[src/rtl/mem_bus_arbiter.sv]
// Memory bus arbiter: grants icache/dcache onto one memory bus and steers returning load
// data to the owner of each tag. Define MEM_ARB_RR_EN for round-robin instead of dcache priority.
module mem_bus_arbiter #(
    parameter int NUM_TAGS = 16,
    parameter int TAG_W    = 4,
    parameter int XLEN     = 32
) (
    input  logic             clock,
    input  logic             reset,
    input  logic [1:0]       icache2arb_command,
    input  logic [XLEN-1:0]  icache2arb_addr,
    output logic [TAG_W-1:0] arb2icache_response,
    output logic [63:0]      arb2icache_data,
    output logic [TAG_W-1:0] arb2icache_tag,
    input  logic [1:0]       dcache2arb_command,
    input  logic [XLEN-1:0]  dcache2arb_addr,
    input  logic [63:0]      dcache2arb_data,
    output logic [TAG_W-1:0] arb2dcache_response,
    output logic [63:0]      arb2dcache_data,
    output logic [TAG_W-1:0] arb2dcache_tag,
    output logic [1:0]       arb2mem_command,
    output logic [XLEN-1:0]  arb2mem_addr,
    output logic [63:0]      arb2mem_data,
    input  logic [TAG_W-1:0] mem2arb_response,
    input  logic [63:0]      mem2arb_data,
    input  logic [TAG_W-1:0] mem2arb_tag,
    output logic             tag_err,
    output logic [1:0]       grant_debug
);
    localparam logic [1:0] BUS_NONE  = 2'd0;
    localparam logic [1:0] BUS_LOAD  = 2'd1;
    localparam logic [1:0] BUS_STORE = 2'd2;

    logic                i_req, d_req, gnt_i, gnt_d, accept, alloc;
    logic [NUM_TAGS-1:0] valid_q, valid_d;
    logic [NUM_TAGS-1:0] owner_q, owner_d;  // 1 = dcache owns the tag
    logic                tag_err_q, tag_err_d;

    assign i_req  = (icache2arb_command == BUS_LOAD);
    assign d_req  = (dcache2arb_command == BUS_LOAD) || (dcache2arb_command == BUS_STORE);
    assign accept = (gnt_i || gnt_d) && (mem2arb_response != '0);
    assign alloc  = accept && (gnt_i || (dcache2arb_command == BUS_LOAD));

`ifdef MEM_ARB_RR_EN
    logic last_d_q, last_d_d;  // 1 = dcache was granted last

    always_comb begin
        gnt_d    = d_req && (!i_req || !last_d_q);
        gnt_i    = i_req && !gnt_d;
        last_d_d = accept ? gnt_d : last_d_q;
    end

    always_ff @(posedge clock or posedge reset) begin
        if (reset) last_d_q <= 1'b0;
        else       last_d_q <= last_d_d;
    end
`else
    always_comb begin
        gnt_d = d_req;
        gnt_i = i_req && !d_req;
    end
`endif

    always_comb begin
        arb2mem_command     = BUS_NONE;
        arb2mem_addr        = '0;
        arb2mem_data        = '0;
        arb2icache_response = '0;
        arb2dcache_response = '0;
        arb2icache_tag      = '0;
        arb2dcache_tag      = '0;
        arb2icache_data     = mem2arb_data;
        arb2dcache_data     = mem2arb_data;
        grant_debug         = {gnt_d, gnt_i};
        if (gnt_d) begin
            arb2mem_command     = dcache2arb_command;
            arb2mem_addr        = dcache2arb_addr;
            arb2mem_data        = dcache2arb_data;
            arb2dcache_response = mem2arb_response;
        end else if (gnt_i) begin
            arb2mem_command     = BUS_LOAD;
            arb2mem_addr        = icache2arb_addr;
            arb2icache_response = mem2arb_response;
        end
        if ((mem2arb_tag != '0) && valid_q[mem2arb_tag]) begin
            if (owner_q[mem2arb_tag]) arb2dcache_tag = mem2arb_tag;
            else                      arb2icache_tag = mem2arb_tag;
        end
        if (reset) begin
            arb2mem_command     = BUS_NONE;
            arb2mem_addr        = '0;
            arb2mem_data        = '0;
            arb2icache_response = '0;
            arb2dcache_response = '0;
            arb2icache_tag      = '0;
            arb2dcache_tag      = '0;
            arb2icache_data     = '0;
            arb2dcache_data     = '0;
            grant_debug         = 2'b00;
        end
    end

    // Retire first so a same-cycle allocate of that tag overrides the clear.
    always_comb begin
        valid_d   = valid_q;
        owner_d   = owner_q;
        tag_err_d = tag_err_q;
        if (mem2arb_tag != '0) begin
            if (valid_q[mem2arb_tag]) valid_d[mem2arb_tag] = 1'b0;
            else                      tag_err_d = 1'b1;
        end
        if (alloc) begin
            valid_d[mem2arb_response] = 1'b1;
            owner_d[mem2arb_response] = gnt_d;
        end
    end

    always_ff @(posedge clock or posedge reset) begin
        if (reset) begin
            valid_q   <= '0;
            owner_q   <= '0;
            tag_err_q <= 1'b0;
        end else begin
            valid_q   <= valid_d;
            owner_q   <= owner_d;
            tag_err_q <= tag_err_d;
        end
    end

    assign tag_err = tag_err_q;
endmodule
[config.mk]
export PLATFORM = sky130hd
export DESIGN_NAME = mem_bus_arbiter
export DESIGN_NICKNAME = d
export VERILOG_FILES = /design/src/rtl/mem_bus_arbiter.sv
export SDC_FILE = /design/constraint.sdc
export NUM_CORES = 1
export LEC_CHECK = 0
export ABC_AREA = 1
export ABC_CLOCK_PERIOD_IN_PS = 1400
export BUFFER_PORTS_ARGS = -buffer_cell sky130_fd_sc_hd__buf_2
export CORE_AREA = 2 2 177 179
export DETAILED_ROUTE_END_ITERATION = 16
export DIE_AREA = 0 0 179 181
export PLACE_DENSITY_LB_ADDON = 0.25
export SYNTH_ARGS = -nofsm -noshare
export SYNTH_HDL_FRONTEND = slang
export SYNTH_SLANG_ARGS = --single-unit
[constraint.sdc]
create_clock -name clock -period 1.4 [get_ports clock]
set_input_delay 0 -clock clock [delete_from_list [all_inputs] [get_ports clock]]
set_output_delay 0 -clock clock [all_outputs]
set_load 0.1 [all_outputs]
==> metrics.txt, run 1 <==
die span in y=~180 µm; clock root buffer=clkbuf_16; Post-synth ARST share=100%; skew final=approximately 0.0063 ns; first-pass GRT wire length=34.3 mm; Total Die Area=~0.032 mm²; Initial Util=12.4%; Vias/cell=approximately 3.8; Mapped Area=0.00376 mm²; core area=about 0.030 mm²; Final Setup Violations=8; Worst EP arrival=around 1.6 ns; Max H-tree Level=2; Final Hold Viols=0; clock sinks=33; most common cell after layout, fill and taps aside=buf_2; fin crit share=115%; clk_lat worst skew=0.28 ns; worst-margin pin slew=approximately 0.56 ns; Rel. slew slack=62.7%; via count=~5500; total gr overflow=0; Seq/Total Area, Yosys=a little over a fifth; total track usage=13.8%; width of the die=between 150 and 200 µm; Cell Pwr Density=between 800 and 900 mW/mm²; main flop type after synthesis=dfrtp_1; Final Non-Filler Cells=between 1000 and 1500; antenna violations before repair=1; placed cells=about 1400; final core occ=between 30% and 40%; PortBufs=between 400 and 500; Seq cells post-synth=33; Peak Freq=approximately 620 MHz; antenna-violating nets left=0; DRC Markers=0; vias in the first global route=5677; final WL=about 23 mm; most frequent cells in the layout=289 x buf_2, 172 x buf_12, 165 x nand2_1; Final min period=~1.6 ns; largest net degree at the start of global routing=34; syn_nets=around 850; # Max-Cap Violations=0; Worst-path clk slew=0.05 ns; synth warn=0; share of layout cells above drive strength 1=roughly two thirds; Leak Pwr=a little over 5 nW; Setup WS post-layout=-0.213 ns; crit end category=output pin; DRT Pass-1 Iters=4; Worst setup SP type=flop; Post-Syn Area per Cell=5.84 µm²; Post-synth EDFFs=0; HPWL after DPL=20.5 mm; PnR Total Power=around 8.7 mW; Layout area overhead=179%; Hold Crit Class=input pin to flop; global placement routability congestion=between 0.8 and 0.9; cell count after synthesis=644; status=finished with violations; Longest Clk Path Bufs=2; failing checks=setup timing; CTS tree=built; VDD IR max=around 0.45 mV; Yosys cell types=27; Req. time, crit path=1.40 ns; DR WL/cell=about 16 µm; fillcell total=between 3000 and 4000; io pins=roughly 450; 1st-iter DRT viols=between 200 and 250; Rows=64; Slew Viols, Final=0; Max FO, Critical Path=4; RSZ-0062 raised after global routing=yes; critical path type=flop to output pin; fin nets=between 1000 and 1500; CTS buffer count=5
[cell usage after synthesis, types with 7 or more instances]
cell type / n / area (µm²)
nand3_1: 8 / 40.0
buf_4: 67 / 503
buf_2: 13 / 65.1
nor2_1: 158 / 593
dfrtp_1: 33 / 826
inv_1: 86 / 323
o21ai_0: 19 / 95.1
nand2_1: 170 / 638
a22o_1: 32 / 280
clkbuf_1: 11 / 41.3
nand4_1: 7 / 43.8
o21ai_1: 12 / 60.1
[kinds of logic after synthesis]
logic type,Yosys count,share of synthesized area (%)
compound gates,64,11.8
simple gates,356,38.3
buf+inv,189,27.3
fa+ha+maj,2,0.665
flops,33,22.0
[critical path: stages, from the launching register on]
cell	delay, ns
dfrtp_1	0.40
nand2_1	0.07
nand4_1	0.11
nand2_1	0.09
nand2_2	0.07
nor2_4	0.19
inv_4	0.09
nor2_4	0.13
buf_12	0.18
[metal layers]
layer	GRT usage, %	wire length (µm)	share of wire (%)	vias up
li1	-	-	-	2713
met1	15.9	8780	37	2558
met2	26.3	12700	54	210
met3	2.76	1720	7.3	18
met4	2.08	231	0.98	0
met5	0	0	0	-
[path summary, 6_finish.rpt]
kind                                      from                 to  slack (ns)  cells after the start
min                        mem2arb_response[3]         owner_q[5]        0.07                      4
min reg2reg                         valid_q[0]         valid_q[0]        0.38                      0
min in group asynchronous                reset         valid_q[0]        0.52                      4
max                                 owner_q[5]  arb2icache_tag[0]       -0.21                      8
max in group asynchronous                reset        owner_q[13]        0.58                      4
max reg2reg                         valid_q[5]            tag_err        0.30                      9
[state kept, by name, summed over array words and instances (netlist names)]
name,cells
owner_q,16
tag_err,1
valid_q,16
[cell type report]
type	count	area, µm²	area share (%)
multi-input cells	422	3300	31.5
flip-flops and latches	33	826	7.88
well taps	396	495	4.73
repair buffers	502	5300	50.6
clock buffers	7	143	1.36
inverters	90	383	3.65
diodes	1	2.50	0.0239
clock inverters	1	30.0	0.287
[report_power, final]
group	leakage [nW]	internal [mW]	switching, mW
Combinational	4.58	1.93	4.21
Sequential	0.431	1.13	0.106
Clock	0.0841	0.889	0.418
[stage by stage]
stage                     setup TNS, ns  setup WS [ns]  cell area (µm²)  hold slack [ns]
final                             -1.62         -0.213            10500           0.0734
after detailed placement          -2.44        -0.0838             9870            0.250
after global routing              -2.56         -0.328            10500           0.0843
after CTS                         -1.48         -0.199            10400           0.0856
after global placement            -1.94        -0.0577             9870            0.251
after floorplan                   -5.85         -0.347             5570            0.196
[timing repair]
item                                   in CTS  in global routing
pin swaps                                  11                 14
hold buffers                                1                  0
setup endpoints to repair                  49                 35
resized for setup                          31                 16
endpoints found under the hold margin      33                  0
buffers inserted                            9                  3
gates cloned                                2                  1
(Power assumes the default switching activity.)
==> run 2: changes to the inputs <==
- ABC_CLOCK_PERIOD_IN_PS: 1400 -> 1450
- CORE_AREA: 2 2 177 179 -> 2 2 175 177
- DIE_AREA: 0 0 179 181 -> 0 0 177 179
- PLACE_DENSITY_LB_ADDON: 0.25 -> unset
- clock period: 1.4 -> 1.45 ns (I/O delays scaled with it)
==> run 2 against run 1 <==
The flow still finishes with violations (setup timing). Core utilization shrank 2.5 points. Count of clock-buffer cells in the layout is 1 lower. Critical path type unchanged. Worst hold slack better by 0.020 ns. Clock power shrank 24%. Die area fell by 2.2%. Largest power group unchanged.
==> metrics.txt, run 2 (synthesis results as in run 1) <==
vias in the first global route=5399 (was 5677); core area=0.0300 mm² (was 0.0303 mm²); share of layout cells above drive strength 1=67.6% (was 68.1%); worst-margin pin slew=0.539 ns (was 0.557 ns); status=finished with violations (unchanged); most common cell after layout, fill and taps aside=buf_2 (unchanged); Vias/cell=3.83 (was 3.79); area of the multi-input gates=0.00327 mm² (was 0.00330 mm²); Max FO, Critical Path=4 (unchanged); Max H-tree Level=2 (unchanged); Layout area overhead=156% (was 179%); Final Setup Violations=8 (unchanged); antenna violations before repair=4 (was 1); Setup WS post-layout=-0.189 ns (was -0.213 ns); Cell Pwr Density=813 mW/mm² (was 829 mW/mm²); Peak Freq=slightly above 600 MHz; skew final=0.00306 ns (was 0.00629 ns); fillcell total=3145 (was 3115); DR WL/cell=15.6 µm (was 16.2 µm); slowest stage cell, crit path=dfrtp_1 (unchanged); Leak Pwr=4.84 nW (was 5.10 nW); CP max stage delay=0.42 ns (was 0.40 ns); RR Startpoint=valid_q[10] (was valid_q[5]); PnR Total Power=7.81 mW (was 8.68 mW); fin crit share=113%; 1st-iter DRT viols=275 (was 214); die span in y=179 µm (was 181 µm); CTS tree=built (unchanged); Hold Crit Class=input pin to flop (unchanged); final WL=22.6 mm (was 23.5 mm); PortBufs=450 (unchanged); Worst-path clk slew=0.05 ns (about the same); via count=5558 (was 5499); Req. time, crit path=1.45 ns (was 1.40 ns); crit-path cells=nand2_1 > nand4_1 > nand2_1 > nand2_2 > nor2_4 > inv_4 > nor2_4 > buf_12 (unchanged); failing checks=setup timing (unchanged); total track usage=12.9% (was 13.8%); width of the die=177 µm (was 179 µm); Total Die Area=0.0317 mm² (was 0.0324 mm²); DRT Pass-1 Iters=4 (unchanged); # Max-Cap Violations=0 (unchanged); Register Area=826 µm² (unchanged); first-pass GRT wire length=31.3 mm (was 34.3 mm); Worst setup SP type=flop (unchanged); clock root buffer=clkbuf_16 (unchanged); HPWL after DPL=19.4 mm (was 20.5 mm); Slew Viols, Final=0 (unchanged); VDD IR max=0.399 mV (was 0.453 mV); Rel. slew slack=64.3% (was 62.7%); CTS buffer count=5 (unchanged); crit end category=output pin (unchanged); Longest Clk Path Bufs=2 (unchanged); final core occ=32.0% (was 34.5%); most frequent cells in the layout=334 x buf_2, 167 x nand2_1, 136 x nor2_4 (was 289 x buf_2, 172 x buf_12, 165 x nand2_1); clock sinks=33 (unchanged); Rows=64 (unchanged); total gr overflow=0 (unchanged); worst setup path startpoint=owner_q[2] (was owner_q[5]); global placement routability congestion=0.870 (was 0.871); reg2reg setup slack=0.36 ns (was 0.30 ns); DRC Markers=0 (unchanged); HP Start=mem2arb_response[2] (was mem2arb_response[3]); io pins=451 (unchanged); Initial Util=12.5% (was 12.4%); fin nets=1258 (was 1262); Final Hold Viols=0 (unchanged); largest net degree at the start of global routing=61 (was 34); Worst EP arrival=1.64 ns (was 1.61 ns); critical path type=flop to output pin (unchanged); clk_lat worst skew=0.28 ns (about the same); antenna-violating nets left=0 (unchanged); RSZ-0062 raised after global routing=yes (unchanged); Final min period=1.64 ns
==> run 2: metal layers <==
metal / share of wire [%] / up-vias / GRT usage [%]
met1: 38 / 2604 / 15.6
li1: - / 2718 / -
met2: 54 / 213 / 23.7
met4: 1.7 / 0 / 2.86
met5: 0 / - / 0
met3: 6.1 / 23 / 2.01
==> run 2: area by class of cell <==
class	instances	share of cell area, %
repair buffers	498	46.8
multi-input cells	422	34.0
flip-flops and latches	33	8.59
well taps	396	5.15
inverters	90	3.92
clock buffers	6	1.34
clock inverters	2	0.104
diodes	3	0.0781
==> run 2: what timing repair did <==
item | in CTS | in global routing
gates resized for setup | 20 | 17
endpoints found under the hold margin | 1 | 0
pin swaps | 9 | 9
gates cloned | 0 | 3
setup endpoints to repair | 8 | 84
buffers inserted | 1 | 4
hold buffers | 1 | 0
==> run 2: metrics by stage <==
stage / cells / area (µm²) / hold WS (ns) / setup TNS, ns / worst slack (ns)
final: 1450 / 9610 / 0.0932 / -1.34 / -0.189
after global routing: 1449 / 9610 / 0.115 / -2.45 / -0.269
after global placement: 1430 / 9160 / 0.0251 / -0.115 / -0.0253
after detailed placement: 1430 / 9160 / 0.0369 / -0.579 / -0.0975
after floorplan: 644 / 5230 / 0.196 / -5.49 / -0.297
after CTS: 1440 / 9410 / 0.0900 / -1.22 / -0.171
==> run 2: where the power goes <==
part / internal (mW) / switching [mW] / leakage (nW)
combinational: 1.59 / 4.03 / 4.34
clock: 0.629 / 0.372 / 0.0706
sequential: 1.09 / 0.109 / 0.431
==> run 2: critical path, delay by kind of cell, from the launching register on <==
kind                   cells  cell delay (ns)
buffers and inverters      2             0.27
and+or+nand+nor            6             0.66
DFF                        1             0.42
==> run 2: worst paths after layout <==
kind,endpoint,cells after the start
max,arb2icache_tag[0],8
min,owner_q[9],4
max reg2reg,tag_err,9
min reg2reg,valid_q[0],0
max in group asynchronous,owner_q[10],4
min in group asynchronous,tag_err,3
